**src/rtl/adc_chan_avg_if.sv**
```systemverilog
// Sample-in / average-out bundle between adc_controller, the averager and the PID stage.
// The averager takes the slave view; the sample source and result sink share the master view.
interface adc_chan_avg_if #(
    parameter int W_DATA      = 18,
    parameter int N_CHAN      = 6,
    parameter int AVG_MAX_LOG = 7
);
    localparam int W_CH  = $clog2(N_CHAN);
    localparam int W_LOG = $clog2(AVG_MAX_LOG + 1);

    logic [N_CHAN-1:0] data_valid_in;
    logic [W_DATA-1:0] data_a_in;
    logic [W_DATA-1:0] data_b_in;
    logic [W_LOG-1:0]  avg_log_in;
    logic              update_in;
    logic [W_DATA-1:0] data_out;
    logic [W_CH-1:0]   chan_out;
    logic              data_valid_out;
    logic              overflow_out;

    modport master (
        output data_valid_in, data_a_in, data_b_in, avg_log_in, update_in,
        input  data_out, chan_out, data_valid_out, overflow_out
    );

    modport slave (
        input  data_valid_in, data_a_in, data_b_in, avg_log_in, update_in,
        output data_out, chan_out, data_valid_out, overflow_out
    );
endinterface

```
**src/rtl/adc_chan_avg.sv**
```systemverilog
// Per-channel 2^N boxcar decimator, six channels muxed onto one result stream.
// Latency: 1 cycle after the completing strobe; a B result colliding with an A result waits 1 more.
// No backpressure: one pending slot absorbs A/B collisions, further losers are dropped (sticky overflow).
module adc_chan_avg #(
    parameter int W_DATA      = 18,
    parameter int N_CHAN      = 6,
    parameter int AVG_MAX_LOG = 7
) (
    input  logic          clk_in,
    input  logic          reset_in,
    adc_chan_avg_if.slave bus
);
    localparam int W_ACC = W_DATA + AVG_MAX_LOG;
    localparam int HALF  = N_CHAN / 2;
    localparam int W_CH  = $clog2(N_CHAN);
    localparam int W_LOG = $clog2(AVG_MAX_LOG + 1);

    typedef enum logic {IDLE, PEND} state_t;
    state_t state, state_nxt;

    logic [W_LOG-1:0]        avg_log;
    logic [AVG_MAX_LOG-1:0]  cnt_last;
    logic signed [W_ACC-1:0] acc [N_CHAN];
    logic [AVG_MAX_LOG-1:0]  cnt [N_CHAN];
    logic signed [W_ACC-1:0] sum [N_CHAN];
    logic [W_DATA-1:0]       res [N_CHAN];

    logic [HALF-1:0]         raw_a, raw_b;
    logic [N_CHAN-1:0]       stb, done;
    logic                    done_a, done_b;
    logic [W_DATA-1:0]       res_a, res_b;
    logic [W_CH-1:0]         chan_a, chan_b;

    logic [W_DATA-1:0]       pend_dat, out_dat, ld_dat, data_q;
    logic [W_CH-1:0]         pend_chan, out_chan, ld_chan, chan_q;
    logic                    out_vld, ld_pend, drop, valid_q, ovf_q;

    assign cnt_last = AVG_MAX_LOG'((32'd1 << avg_log) - 32'd1);

    // A malformed multi-bit strobe keeps only the lowest set bit of each bus half.
    assign raw_a = bus.data_valid_in[HALF-1:0];
    assign raw_b = bus.data_valid_in[N_CHAN-1:HALF];
    assign stb   = {raw_b & (~raw_b + HALF'(1)), raw_a & (~raw_a + HALF'(1))};

    for (genvar c = 0; c < N_CHAN; c++) begin : g_ch
        logic [W_DATA-1:0] smp;
        assign smp    = (c < HALF) ? bus.data_a_in : bus.data_b_in;
        assign sum[c] = acc[c] + {{AVG_MAX_LOG{smp[W_DATA-1]}}, smp};
        assign res[c] = W_DATA'(sum[c] >>> avg_log);
        assign done[c] = stb[c] && !bus.update_in && (cnt[c] == cnt_last);
    end

    assign done_a = |done[HALF-1:0];
    assign done_b = |done[N_CHAN-1:HALF];

    always_comb begin
        res_a  = res[0];
        chan_a = '0;
        res_b  = res[HALF];
        chan_b = W_CH'(HALF);
        for (int c = 0; c < HALF; c++) begin
            if (stb[c]) begin
                res_a  = res[c];
                chan_a = W_CH'(c);
            end
            if (stb[c+HALF]) begin
                res_b  = res[c+HALF];
                chan_b = W_CH'(c + HALF);
            end
        end
    end

    always_ff @(posedge clk_in or posedge reset_in) begin
        if (reset_in) state <= IDLE;
        else          state <= state_nxt;
    end

    // Priority: held result, then bus A, then bus B; the first loser is parked, a second is dropped.
    always_comb begin
        state_nxt = state;
        out_vld   = 1'b0;
        out_dat   = pend_dat;
        out_chan  = pend_chan;
        ld_pend   = 1'b0;
        ld_dat    = res_b;
        ld_chan   = chan_b;
        drop      = 1'b0;
        case (state)
            IDLE: begin
                if (done_a) begin
                    out_vld  = 1'b1;
                    out_dat  = res_a;
                    out_chan = chan_a;
                    if (done_b) begin
                        ld_pend   = 1'b1;
                        state_nxt = PEND;
                    end
                end else if (done_b) begin
                    out_vld  = 1'b1;
                    out_dat  = res_b;
                    out_chan = chan_b;
                end
            end
            PEND: begin
                out_vld = 1'b1;
                if (done_a) begin
                    ld_pend = 1'b1;
                    ld_dat  = res_a;
                    ld_chan = chan_a;
                    drop    = done_b;
                end else if (done_b) begin
                    ld_pend = 1'b1;
                end else begin
                    state_nxt = IDLE;
                end
            end
            default: state_nxt = IDLE;
        endcase
        if (bus.update_in) begin
            state_nxt = IDLE;
            out_vld   = 1'b0;
            ld_pend   = 1'b0;
            drop      = 1'b0;
        end
    end

    always_ff @(posedge clk_in or posedge reset_in) begin
        if (reset_in) begin
            avg_log   <= '0;
            data_q    <= '0;
            chan_q    <= '0;
            valid_q   <= 1'b0;
            ovf_q     <= 1'b0;
            pend_dat  <= '0;
            pend_chan <= '0;
            for (int c = 0; c < N_CHAN; c++) begin
                acc[c] <= '0;
                cnt[c] <= '0;
            end
        end else begin
            valid_q <= out_vld;
            if (out_vld) begin
                data_q <= out_dat;
                chan_q <= out_chan;
            end
            if (ld_pend) begin
                pend_dat  <= ld_dat;
                pend_chan <= ld_chan;
            end
            if (bus.update_in) begin
                avg_log <= bus.avg_log_in;
                ovf_q   <= 1'b0;
            end else if (drop) begin
                ovf_q <= 1'b1;
            end
            for (int c = 0; c < N_CHAN; c++) begin
                if (bus.update_in || done[c]) begin
                    acc[c] <= '0;
                    cnt[c] <= '0;
                end else if (stb[c]) begin
                    acc[c] <= sum[c];
                    cnt[c] <= cnt[c] + 1'b1;
                end
            end
        end
    end

    assign bus.data_out       = data_q;
    assign bus.chan_out       = chan_q;
    assign bus.data_valid_out = valid_q;
    assign bus.overflow_out   = ovf_q;
endmodule

```
**src/flat_wrapper.sv**
```systemverilog
// flat-port wrapper written by rule: the top's interface ports become plain ports
module adc_chan_avg_flat 
#(
    parameter int W_DATA      = 18,
    parameter int N_CHAN      = 6,
    parameter int AVG_MAX_LOG = 7
)
  (clk_in, reset_in, bus_data_valid_in, bus_data_a_in, bus_data_b_in, bus_avg_log_in, bus_update_in, bus_data_out, bus_chan_out, bus_data_valid_out, bus_overflow_out);
  adc_chan_avg_if #(.W_DATA(W_DATA), .N_CHAN(N_CHAN), .AVG_MAX_LOG(AVG_MAX_LOG)) bus_i ();
  input  logic clk_in;
  input  logic reset_in;
  input wire logic [$bits(bus_i.data_valid_in)-1:0] bus_data_valid_in;
  input wire logic [$bits(bus_i.data_a_in)-1:0] bus_data_a_in;
  input wire logic [$bits(bus_i.data_b_in)-1:0] bus_data_b_in;
  input wire logic [$bits(bus_i.avg_log_in)-1:0] bus_avg_log_in;
  input wire logic [$bits(bus_i.update_in)-1:0] bus_update_in;
  output wire logic [$bits(bus_i.data_out)-1:0] bus_data_out;
  output wire logic [$bits(bus_i.chan_out)-1:0] bus_chan_out;
  output wire logic [$bits(bus_i.data_valid_out)-1:0] bus_data_valid_out;
  output wire logic [$bits(bus_i.overflow_out)-1:0] bus_overflow_out;
  assign bus_i.data_valid_in = bus_data_valid_in;
  assign bus_i.data_a_in = bus_data_a_in;
  assign bus_i.data_b_in = bus_data_b_in;
  assign bus_i.avg_log_in = bus_avg_log_in;
  assign bus_i.update_in = bus_update_in;
  assign bus_data_out = bus_i.data_out;
  assign bus_chan_out = bus_i.chan_out;
  assign bus_data_valid_out = bus_i.data_valid_out;
  assign bus_overflow_out = bus_i.overflow_out;
  adc_chan_avg #(.W_DATA(W_DATA), .N_CHAN(N_CHAN), .AVG_MAX_LOG(AVG_MAX_LOG)) u_core (.clk_in(clk_in), .reset_in(reset_in), .bus(bus_i));
endmodule
```
**config.mk**
```make
export PLATFORM = sky130hd
export DESIGN_NAME = adc_chan_avg_flat
export DESIGN_NICKNAME = d
export VERILOG_FILES = /design/src/rtl/adc_chan_avg_if.sv /design/src/rtl/adc_chan_avg.sv /design/src/flat_wrapper.sv
export SDC_FILE = /design/constraint.sdc
export NUM_CORES = 1
export LEC_CHECK = 0
export CAP_MARGIN = 20
export CORE_MARGIN = 2
export CORE_UTILIZATION = 55
export DETAILED_ROUTE_END_ITERATION = 10
export PLACE_DENSITY = 0.79
export SYNTH_ARGS = -nofsm -noshare
export SYNTH_HDL_FRONTEND = slang
export SYNTH_SLANG_ARGS = --single-unit
```
**constraint.sdc**
```tcl
create_clock -name clk_in -period 9.17 [get_ports clk_in]
set_input_delay 1.834 -clock clk_in [delete_from_list [all_inputs] [get_ports clk_in]]
set_output_delay 1.834 -clock clk_in [all_outputs]
set_load 0.02 [all_outputs]
```
* Word level (Yosys, flattened, before mapping)
Cells that the tools add are included.
W data, S select, Z words.
** Word-level totals
- Logic and storage cells :: 135
- Output and inout port bits :: 23
- Register bits :: 240
- Bits of input ports :: 48
** Cells by class
- Reduce and logical (&&, ||, !) cells :: 28
- Equal/unequal tests :: 6
- Mux-type cells :: 54
- Bitwise operators :: 5
- Add/sub/neg operators :: 15
- Shift operators :: 7
** Operators by type and width (number)
- $mux W25 :: 12
- $mux W18 :: 9
- $add A25 B25 Y25 :: 6
- $sshr A25 B3 Y18 :: 6
- $mux W7 :: 12
- $add A7 B1 Y7 const B :: 6
- $eq A7 B7 Y1 :: 6
- $mux W3 :: 7
- $reduce_bool A2 Y1 :: 7
- $logic_and A1 B1 Y1 :: 12
- $mux W1 :: 11
- $shl A1 B3 Y7 const A :: 1
- $sub A7 B1 Y7 const B :: 1
- $add A3 B1 Y3 const B :: 2
- $and A3 B3 Y3 :: 2
- $logic_or A1 B1 Y1 :: 6
- $not A3 Y3 :: 2
- $reduce_or A3 Y1 :: 2
- $pmux W1 S2 :: 2
- $mux W2 :: 1
- $logic_not A1 Y1 :: 1
- $not A1 Y1 :: 1

* Logic depth before layout (Yosys ltp)
Gate-level depths: netlist of the first run.
- Word-level depth :: 11
- Gate-level depth with buffers :: 18
- Depth with buffers taken out :: 13

* Worst setup path before layout of the first run
No wires, ideal clock.
- Path kind :: in2reg
- Start point :: input bus_data_b_in[0]
- End point :: register u_core.data_q[8], in the netlist u_core.bus.data_out[8]
- Path slack :: 4159 ps
- Buffers on the path :: 0
- Stages on the path :: 12
- Arrival time :: 4885 ps
- Required time :: 9044 ps
- Path through :: ha_1 fa_1 a211oi_1 o21ai_0 a311oi_1 nor2_1 xor2_1 o221a_2 and2_0 a211oi_1 o311ai_1 o32a_1
** Between the ends
- Longest elaborated chain between the ends :: 7
- Elaborated cells on any way between the ends :: 11
** Ends and longest elaborated chain
- start: declaration :: line flat_wrapper.sv:14 : input wire logic [$bits(bus_i.data_b_in)-1:0] bus_data_b_in;
- $add A25 B25 Y25 :: line adc_chan_avg.sv:48 : assign sum[c] = acc[c] + {{AVG_MAX_LOG{smp[W_DATA-1]}}, smp};
- $sshr A25 B3 Y18 :: line adc_chan_avg.sv:49 : assign res[c] = W_DATA'(sum[c] >>> avg_log);
- $mux W18 :: line adc_chan_avg.sv:66 : if (stb[c+HALF]) begin
- $mux W18 (*) :: line adc_chan_avg.sv:66
- $mux W18 (*) :: line adc_chan_avg.sv:98 : end else if (done_b) begin
- $mux W18 (*) :: line adc_chan_avg.sv:90 : if (done_a) begin
- $mux W18 (*) :: line adc_chan_avg.sv:88 : case (state)
- end signal: assignment :: line adc_chan_avg.sv:143 : data_q <= out_dat;
- end: declaration :: line adc_chan_avg.sv:34 : logic [W_DATA-1:0] pend_dat, out_dat, ld_dat, data_q;
Every way passes the cells marked *; elsewhere a longest branch is shown, timed or not.
A chain may end at the register's enable or synchronous reset.

* Worst setup path after layout of the first run
- Start point :: input bus_data_valid_in[0]
- End point :: register u_core.pend_dat[17]
** Between the ends
- Longest elaborated chain between the ends :: 9
- Elaborated cells on any way between the ends :: 18
** Ends and longest elaborated chain
- start: declaration :: line flat_wrapper.sv:12 : input wire logic [$bits(bus_i.data_valid_in)-1:0] bus_data_valid_in;
- $not A3 Y3 :: line adc_chan_avg.sv:43 : assign stb = {raw_b & (~raw_b + HALF'(1)), raw_a & (~raw_a + HALF'(1))};
- $add A3 B1 Y3 :: line adc_chan_avg.sv:43
- $and A3 B3 Y3 (*) :: line adc_chan_avg.sv:43
- $logic_and A1 B1 Y1 (2 in series) :: line adc_chan_avg.sv:50 : assign done[c] = stb[c] && !bus.update_in && (cnt[c] == cnt_last);
- $reduce_or A3 Y1 :: line adc_chan_avg.sv:53 : assign done_a = |done[HALF-1:0];
- $mux W1 (on tied branches) :: line adc_chan_avg.sv:106, adc_chan_avg.sv:90
- $pmux W1 S2 :: line adc_chan_avg.sv:88
- $mux W1 :: line adc_chan_avg.sv:119 : if (bus.update_in) begin
- end signal: assignment :: line adc_chan_avg.sv:147 : pend_dat <= ld_dat;
- end: declaration :: line adc_chan_avg.sv:34
Marked as above.

==> impl_results.md, run 1 <==
- Worst-case hold slack: 478.7 ps
- Cell count after synthesis: 2789
- Area share of the leading cell type in the synthesized netlist: 27.05%
- Slew Viols, Final: 0
- Leading register cell type out of synthesis: sky130_fd_sc_hd__dfrtp_1
- Starting Density: 55.74%
- Cell area after synthesis: 22200 um2
- CTS Root Cell: sky130_fd_sc_hd__clkbuf_16
- Peak Freq: 0.1634 GHz
- Sequential share of the synthesized area: 27.05%
- Share of synthesized flip-flops with an asynchronous set or reset: 100.0%
- Routed wire length: 78.09 mm
- Min Clock Period, post-route: 6120 ps
- Crit path buf inv count: 3
- Destination of the critical timing path: u_core.pend_dat[17]
- CTS H-tree lvls: 1
- Overall power: 4.449 mW
- Type of the worst setup path: in2reg
- Post-CTS Setup Repair Bufs: 0
- Net count after synthesis: 2994
- Number of inserted diodes: 0
- Core area: 39820 um2
- Post-route clock period utilization: 66.74%
- Max rail drop VDD: 203.0 uV
- Hold bufs inserted after CTS: 0
- Area delta synth->final: 9.492%
- Max-cap violations: 0
- R2R Path End: u_core.pend_dat[17]
- Unrepaired setup endpoints after global routing: false
- Worst Setup Slack, final: 3050 ps
- Worst setup SP type: input pin
- Launching element of the worst setup path: bus_data_valid_in[0]
- Number of buffers added by the clock tree synthesis step: 30
- TritonCTS clock tree: built
- Number of gates resized after CTS: 0
- Total die area: 41980 um2
- Skew-Pair Late Insertion Delay: 590 ps
- Number of storage elements in the synthesis netlist: 240
- Number of antenna violations at the first check in global routing: 0
- Count of boundary I/O pins: 71
- Most frequent standard cell in the layout excluding fill and tap cells: sky130_fd_sc_hd__nand2_1
- Number of standard-cell rows in the floorplan: 73
- Post-Place Setup Slack: 2689 ps
- Cells on worst reg2reg path: 11
- Remaining max-slew budget at the tightest pin: 31.07%
- Cell depth of the worst min-delay path: 2
- Die Ht: 204.9 um
- Via count of the routed design: 22580
- Total DRC errors in the routed layout: 0
- Mean instance size in the synthesized netlist: 7.959 um2
- Worst-Margin Slew: 1030 ps
- Clk_skew: 29.80 ps
- Drt first-iter violations: 2345
- Leakage: 10.53 nW
- Total global-route track usage: 37.02%
- Crit path cell chain: clkdlybuf4s50_1 > buf_4 > or3b_2 > buf_4 > nor4_1 > nand4_1 > a221oi_1 > or3_1 > nand2_1 > and2_1 > a221o_1
- Post-layout utilization of the core: 61.03%
- Worst-path clk slew: 60 ps
- Cell types with the largest area share after synthesis: sky130_fd_sc_hd__dfrtp_1, sky130_fd_sc_hd__ha_1, sky130_fd_sc_hd__a21oi_1
- CP required: 9650 ps
- Pin count of the biggest net entering global routing: 91
- Number of global-route vias before repair: 21610
- Antenna Nets Post-Route: 0
- Result of the run: finished clean
- Overall die width: 204.9 um
- Power density relative to cell area: 183.0 nW/um2
- Placed wire-length estimate after detailed placement: 57.53 mm
- Drt pass-1 iters: 5
- Input/output buffers: 70
- Clock tree sinks: 240
- Mean number of vias per cell: 6.812
- Ratio of cells with drive above 1 in the final layout: 5.986%
- Internal reg-to-reg setup slack: 3230 ps
- Highest fanout seen on the critical path: 48
- Aggregate global routing overflow: 0
- Slowest Stage Delay on Critical Path: 710 ps
- Largest delay contributor family on the critical path: simple AND/OR/NAND/NOR gates
- Cell with the largest stage delay on the worst path: sky130_fd_sc_hd__a221oi_1
- Path type of the worst min-delay path: reg2reg
- Number of enable flip-flop cells after synthesis: 0
- Count of cell instances traversed by the critical path: 11
- Cell type contributing the most total cell area after synthesis: sky130_fd_sc_hd__dfrtp_1
- Setup TNS: 0 ps
- Number of failing setup endpoints in the final timing report: 0
- Final estimated routing congestion in global placement: 1.017
- Number of hold-slack violations in the final timing report: 0
- Category of the worst setup path capture point: register
- Cell repeated most along the worst path: sky130_fd_sc_hd__buf_4
- Top library cells by usage in the layout, fill and taps aside: sky130_fd_sc_hd__nand2_1, sky130_fd_sc_hd__a21oi_1, sky130_fd_sc_hd__nor2_1
- NumNets Final: 2972
- Count of unique library cells instantiated by Yosys: 99
- Data arrival time of the critical path: 6600 ps
- Longest Clk Path Bufs: 3
- Worst reg2reg startpoint: u_core.avg_log[1]
- First-pass GRT wire length: 121.9 mm
- Yosys warning count: 0
- Routed length per instance: 23.56 um
-- worst min path at each step --
stage	startpoint	slack, ps	end
floorplan	u_core.pend_dat[10]	450	u_core.pend_dat[10]
global placement	u_core.pend_dat[14]	460	u_core.pend_dat[14]
detailed placement	u_core.pend_dat[13]	470	u_core.pend_dat[13]
CTS	u_core.pend_dat[4]	480	u_core.pend_dat[4]
global route	u_core.pend_dat[4]	490	u_core.pend_dat[4]
finish	u_core.bus.chan_out[1]	480	u_core.bus.chan_out[1]
-- through the flow --
| step | std cells | cell area [um2] |
|---|---|---|
| after floorplan | 2789 | 22200 |
| after global placement | 3259 | 23180 |
| after detailed placement | 3259 | 23180 |
| after CTS | 3314 | 24280 |
| after global routing | 3315 | 24310 |
| final | 3315 | 24310 |
-- cell families (layout without fill, tap and decap cells) --
logic type / after synthesis / count (layout) / share of synthesized area (%)
fa+ha+maj: 158 / 158 / 9.114
compound gates: 910 / 910 / 26.64
flops: 240 / 240 / 27.05
simple gates: 1020 / 1020 / 21.85
mux: 93 / 93 / 5.281
xor+xnor: 160 / 160 / 6.375
buf+inv: 208 / 209 / 3.686
-- worst register-to-register path: stages (launching register included) --
cell	delay [ps]
sky130_fd_sc_hd__dfrtp_2	390
sky130_fd_sc_hd__buf_4	310
sky130_fd_sc_hd__or3_1	710
sky130_fd_sc_hd__ha_1	460
sky130_fd_sc_hd__or3b_1	420
sky130_fd_sc_hd__a21oi_1	550
sky130_fd_sc_hd__o21ai_0	210
sky130_fd_sc_hd__a221oi_1	780
sky130_fd_sc_hd__or3_1	440
sky130_fd_sc_hd__nand2_1	620
sky130_fd_sc_hd__and2_1	560
sky130_fd_sc_hd__a221o_1	370
-- cell usage after synthesis, types with 9 or more instances --
cell type                  count
sky130_fd_sc_hd__a211o_1      11
sky130_fd_sc_hd__a211oi_1     65
sky130_fd_sc_hd__a21boi_0     13
sky130_fd_sc_hd__a21o_1       55
sky130_fd_sc_hd__a21oi_1     307
sky130_fd_sc_hd__a221oi_1     16
sky130_fd_sc_hd__a311oi_1     17
sky130_fd_sc_hd__a31oi_1      39
sky130_fd_sc_hd__and2_1       21
sky130_fd_sc_hd__and3_1       35
sky130_fd_sc_hd__and4_1        9
sky130_fd_sc_hd__buf_1         9
sky130_fd_sc_hd__buf_2        15
sky130_fd_sc_hd__clkbuf_1    125
sky130_fd_sc_hd__dfrtp_1     240
sky130_fd_sc_hd__ha_1        151
sky130_fd_sc_hd__inv_1        48
sky130_fd_sc_hd__mux2_2       13
sky130_fd_sc_hd__mux2i_1      62
sky130_fd_sc_hd__mux4_2       18
sky130_fd_sc_hd__nand2_1     345
sky130_fd_sc_hd__nand2b_1     25
sky130_fd_sc_hd__nand3_1      55
sky130_fd_sc_hd__nand3b_1      9
sky130_fd_sc_hd__nand4_1      49
sky130_fd_sc_hd__nor2_1      244
sky130_fd_sc_hd__nor2b_1      20
sky130_fd_sc_hd__nor3_1       91
sky130_fd_sc_hd__nor3b_1      11
sky130_fd_sc_hd__nor4_1       21
sky130_fd_sc_hd__o211ai_1     38
sky130_fd_sc_hd__o21a_1       32
sky130_fd_sc_hd__o21ai_0     156
sky130_fd_sc_hd__o221ai_1     15
sky130_fd_sc_hd__o31ai_1      16
sky130_fd_sc_hd__or3_1        44
sky130_fd_sc_hd__xnor2_1      93
sky130_fd_sc_hd__xor2_1       66
-- flip-flops by register name, summed over array words and instances, names as in the netlist --
register,count
u_core.acc,150
u_core.avg_log,3
u_core.bus.chan_out,3
u_core.bus.data_out,18
u_core.bus.data_valid_out,1
u_core.bus.overflow_out,1
u_core.cnt,42
u_core.pend_chan,3
u_core.pend_dat,18
u_core.state,1
-- layout make-up --
cell class	count	area, um2
clock buffer	36	814.5
clock inverter	19	285.3
fill	3494	15520
inverter	55	214.0
multi-input combinational	2341	15390
sequential	240	6010
tap	525	656.9
timing repair buffer	99	933.4
-- metal layers --
layer | global-route usage (%) | share of wire (%) | routed length, um
met2 | 58.66 | 45 | 34960
met5 | 0 | 0 | 0
met3 | 6.125 | 8.3 | 6494
met1 | 46.90 | 39 | 30770
met4 | 23.77 | 7.5 | 5870
-- power breakdown --
part / switching, mW / internal (mW)
sequential: 0.0915 / 1.18
combinational: 1.15 / 0.689
clock: 0.513 / 0.828
total: 1.75 / 2.69
Note: power is estimated with default switching activity, not from simulation.
==> run 2: changes to the inputs <==
--- a/config.mk
+++ b/config.mk
@@ -9,7 +9,7 @@
 export CORE_MARGIN = 2
 export CORE_UTILIZATION = 55
 export DETAILED_ROUTE_END_ITERATION = 10
-export PLACE_DENSITY = 0.79
+export PLACE_DENSITY = 0.81
 export SYNTH_ARGS = -nofsm -noshare
 export SYNTH_HDL_FRONTEND = slang
 export SYNTH_SLANG_ARGS = --single-unit
==> constraint.sdc (replaced) <==
create_clock -name clk_in -period 5.12 [get_ports clk_in]
set_input_delay 1.024 -clock clk_in [delete_from_list [all_inputs] [get_ports clk_in]]
set_output_delay 1.024 -clock clk_in [all_outputs]
set_load 0.02 [all_outputs]
==> run 2 against run 1 <==
  * Setup slack got worse by 2800 ps
  * Worst hold slack better by 6.7 ps
  * First-iteration DRC count grew 6.4%
  * Utilization up 2.8 points
  * Register-to-register slack got worse by 2500 ps
  * Sequential share of layout area decreased by 1.1 points
  * Wire length is 4.5% higher
  * Die area unchanged
  * Combinational power increased by 95%
  * Final area is 4.6% higher
  * Via count up 3.3%
  * Power rose by 83%
  * Critical endpoint is now u_core.bus.data_out[8]
==> impl_results.md, run 2 (same netlist as run 1, synthesis figures left out) <==
- Result of the run: finished clean
- Reported net switching power: 3.254 mW (+85%)
- Hold bufs inserted after CTS: 0 (unchanged)
- Number of hold-slack violations in the final timing report: 0 (unchanged)
- Number of flip-flops under the largest register name: 150 (unchanged)
- Clk_skew: 10.42 ps (-19.38 ps)
- NumNets Final: 3122 (+5.0%)
- Routed wire length: 81.63 mm (+4.5%)
- Category of the worst setup path capture point: register
- Worst-Margin Slew: 917.0 ps (-113.2 ps)
- Type of the worst setup path: in2reg
- Mean number of vias per cell: 6.728 (-1.2%)
- Highest fanout seen on the critical path: 3 (-94%)
- Part of the total power dissipated in the clock network: 28.0% (-2.1 points)
- Most frequent standard cell in the layout excluding fill and tap cells: sky130_fd_sc_hd__nand2_1
- Number of standard-cell rows in the floorplan: 73 (unchanged)
- Sequential Power Share: 27.9% (-0.6 points)
- Antenna Nets Post-Route: 0 (unchanged)
- Worst setup SP type: input pin
- Overall power: 8.121 mW (+83%)
- Combinational share of power: 44.2% (+2.9 points)
- Area delta synth->final: 14.57%
- Leakage: 11.25 nW (+6.8%)
- Number of failing setup endpoints in the final timing report: 0 (unchanged)
- Skew-Pair Late Insertion Delay: 590 ps (about the same)
- TritonCTS clock tree: built
- Cell area after layout: 25430 um2 (+4.6%)
- Number of antenna violations at the first check in global routing: 1 (+1)
- Internal power of the cells: 4.867 mW (+81%)
- Total DRC errors in the routed layout: 0 (unchanged)
- Peak Freq: 0.2067 GHz
- Total die area: 41980 um2 (unchanged)
- Worst-case hold slack: 485.4 ps (+6.734 ps)
- Starting Density: 55.74% (unchanged)
- Post-layout utilization of the core: 63.87% (+2.8 points)
- Min Clock Period, post-route: 4838 ps
- CP required: 5590 ps (-4060 ps)
- Met1 Use GR: 53.57% (+6.7 points)
- Pin count of the biggest net entering global routing: 130 (+43%)
- Core area: 39820 um2 (unchanged)
- Input/output buffers: 70 (unchanged)
- Number of global-route vias before repair: 21920 (+1.4%)
- Layer carrying the most global-route usage: met2
- Data arrival time of the critical path: 5310 ps (-1290 ps)
- Post-route clock period utilization: 94.49%
- R2R Path End: u_core.bus.data_out[2]
- Aggregate global routing overflow: 0 (unchanged)
- Met3 capacity usage during global routing: 8.622% (+2.5 points)
- Final estimated routing congestion in global placement: 1.014 (-0.28%)
- Longest Clk Path Bufs: 3 (unchanged)
- Finished Layout Cells: 3466 (+4.6%)
- Drt first-iter violations: 2496 (+6.4%)
- CTS Root Cell: sky130_fd_sc_hd__clkbuf_16
- Placed wire-length estimate after detailed placement: 61.84 mm (+7.5%)
- Fraction of power spent switching nets: 40.07% (+0.63 points)
- Ratio of cells with drive above 1 in the final layout: 10.71% (+4.7 points)
- Unrepaired setup endpoints after global routing: false
- Met2 track demand over resource in global routing: 58.53% (-0.13 points)
- Via count of the routed design: 23320 (+3.3%)
- CTS H-tree lvls: 1 (unchanged)
- Slew Viols, Final: 0 (unchanged)
- Path type of the worst min-delay path: reg2reg
- Capture endpoint of the worst hold path: u_core.bus.chan_out[2]
- Biggest regs: u_core.acc (150), u_core.cnt (42)
- Placed Area: 24400 um2 (+5.3%)
- Total placed cells including tap cells: 3409 (+4.6%)
- Cells on worst reg2reg path: 13 (+2)
- Cell depth of the worst min-delay path: 2 (unchanged)
- Clock tree sinks: 240 (unchanged)
- Fill count: 3455 (-1.1%)
- Count of boundary I/O pins: 71 (unchanged)
- Worst hold path startpoint: u_core.bus.chan_out[2]
- Number of buffers added by the clock tree synthesis step: 31 (+3.3%)
- Total global-route track usage: 38.65% (+1.6 points)
- First-pass GRT wire length: 126.3 mm (+3.7%)
- Worst-path clk slew: 60 ps (about the same)
- Register with the most flip-flops: u_core.acc
- Top library cells by usage in the layout, fill and taps aside: sky130_fd_sc_hd__nand2_1, sky130_fd_sc_hd__a21oi_1, sky130_fd_sc_hd__nor2_1
- Overall die width: 204.9 um (unchanged)
- Power density relative to cell area: 319.3 nW/um2 (+74%)
- Die Ht: 204.9 um (unchanged)
- Number of gates resized after CTS: 0 (unchanged)
- Internal reg-to-reg setup slack: 690 ps (-2540 ps)
- Max rail drop VDD: 270.9 uV (+33%)
- Drt pass-1 iters: 6 (+1)
- Max-cap violations: 0 (unchanged)
- Routed length per instance: 23.55 um (about the same)
- Post-CTS Setup Repair Bufs: 0 (unchanged)
- Remaining max-slew budget at the tightest pin: 38.87% (+7.8 points)
- Worst reg2reg startpoint: u_core.avg_log[1]
## run 2: changes by cell type in the layout (fill, tap and decap cells not counted), moves of 2 or more
cell	delta
sky130_fd_sc_hd__buf_12	+8
sky130_fd_sc_hd__buf_4	+142
sky130_fd_sc_hd__bufinv_16	-4
sky130_fd_sc_hd__clkbuf_1	+2
sky130_fd_sc_hd__clkbuf_8	+4
## run 2: worst max-delay path by stage
stage / cells past startpoint / from / endpoint / slack, ps
2_1_floorplan: 17 / u_core.avg_log[0] / u_core.pend_dat[17] / 720
3_3_place_gp: 12 / bus_data_b_in[0] / u_core.bus.data_out[17] / -120
3_5_place_dp: 13 / bus_data_b_in[0] / u_core.bus.data_out[8] / -150
4_1_cts: 13 / bus_data_b_in[0] / u_core.bus.data_out[8] / 420
5_1_grt: 13 / bus_data_b_in[0] / u_core.bus.data_out[14] / 130
6_report: 13 / bus_data_b_in[0] / u_core.bus.data_out[8] / 280
## run 2: final cells by class
cell class,instances,area (um2),share of cell area [%]
multi-input combinational,2341,15390,60.52
timing repair buffer,248,2132,8.383
clock inverter,14,152.6,0.6002
inverter,55,210.2,0.8265
tap,525,656.9,2.583
antenna,1,2.502,0.009839
sequential,240,6010,23.63
clock buffer,42,877.1,3.449
## run 2: critical path, cell delays in order
cell                              delay, ps
sky130_fd_sc_hd__clkdlybuf4s50_1        480
sky130_fd_sc_hd__ha_1                   280
sky130_fd_sc_hd__fa_1                   430
sky130_fd_sc_hd__a211oi_1               380
sky130_fd_sc_hd__o211ai_1               230
sky130_fd_sc_hd__a21boi_0               300
sky130_fd_sc_hd__o21ai_0                170
sky130_fd_sc_hd__xnor2_1                400
sky130_fd_sc_hd__a211oi_1               230
sky130_fd_sc_hd__a32o_1                 260
sky130_fd_sc_hd__a211oi_1               580
sky130_fd_sc_hd__o311ai_1               170
sky130_fd_sc_hd__o32a_1                 370
## run 2: power by group through the flow
| stage | logic (mW) | registers (mW) | clock network [mW] |
|---|---|---|---|
| finish | 3.59 | 2.26 | 2.27 |
| global route | 3.84 | 2.28 | 2.36 |
| CTS | 3.49 | 2.26 | 2.29 |
| detailed placement | 3.47 | 2.29 | 0 |
| global placement | 3.41 | 2.28 | 0 |
| floorplan | 2.14 | 2.34 | 0 |
## run 2: per-layer routing
metal | vias to the layer above | wire length [um]
li1 | 10680 | -
met1 | 11190 | 34450
met2 | 1216 | 34800
met3 | 242 | 8598
met4 | 0 | 3781
met5 | - | 0
## run 2: stage by stage
step                      TNS, ps  worst slack, ps
after global routing            0            132.5
final                           0            282.1
after global placement     -402.0           -123.4
after CTS                       0            415.9
after floorplan                 0            719.4
after detailed placement   -663.4           -149.8
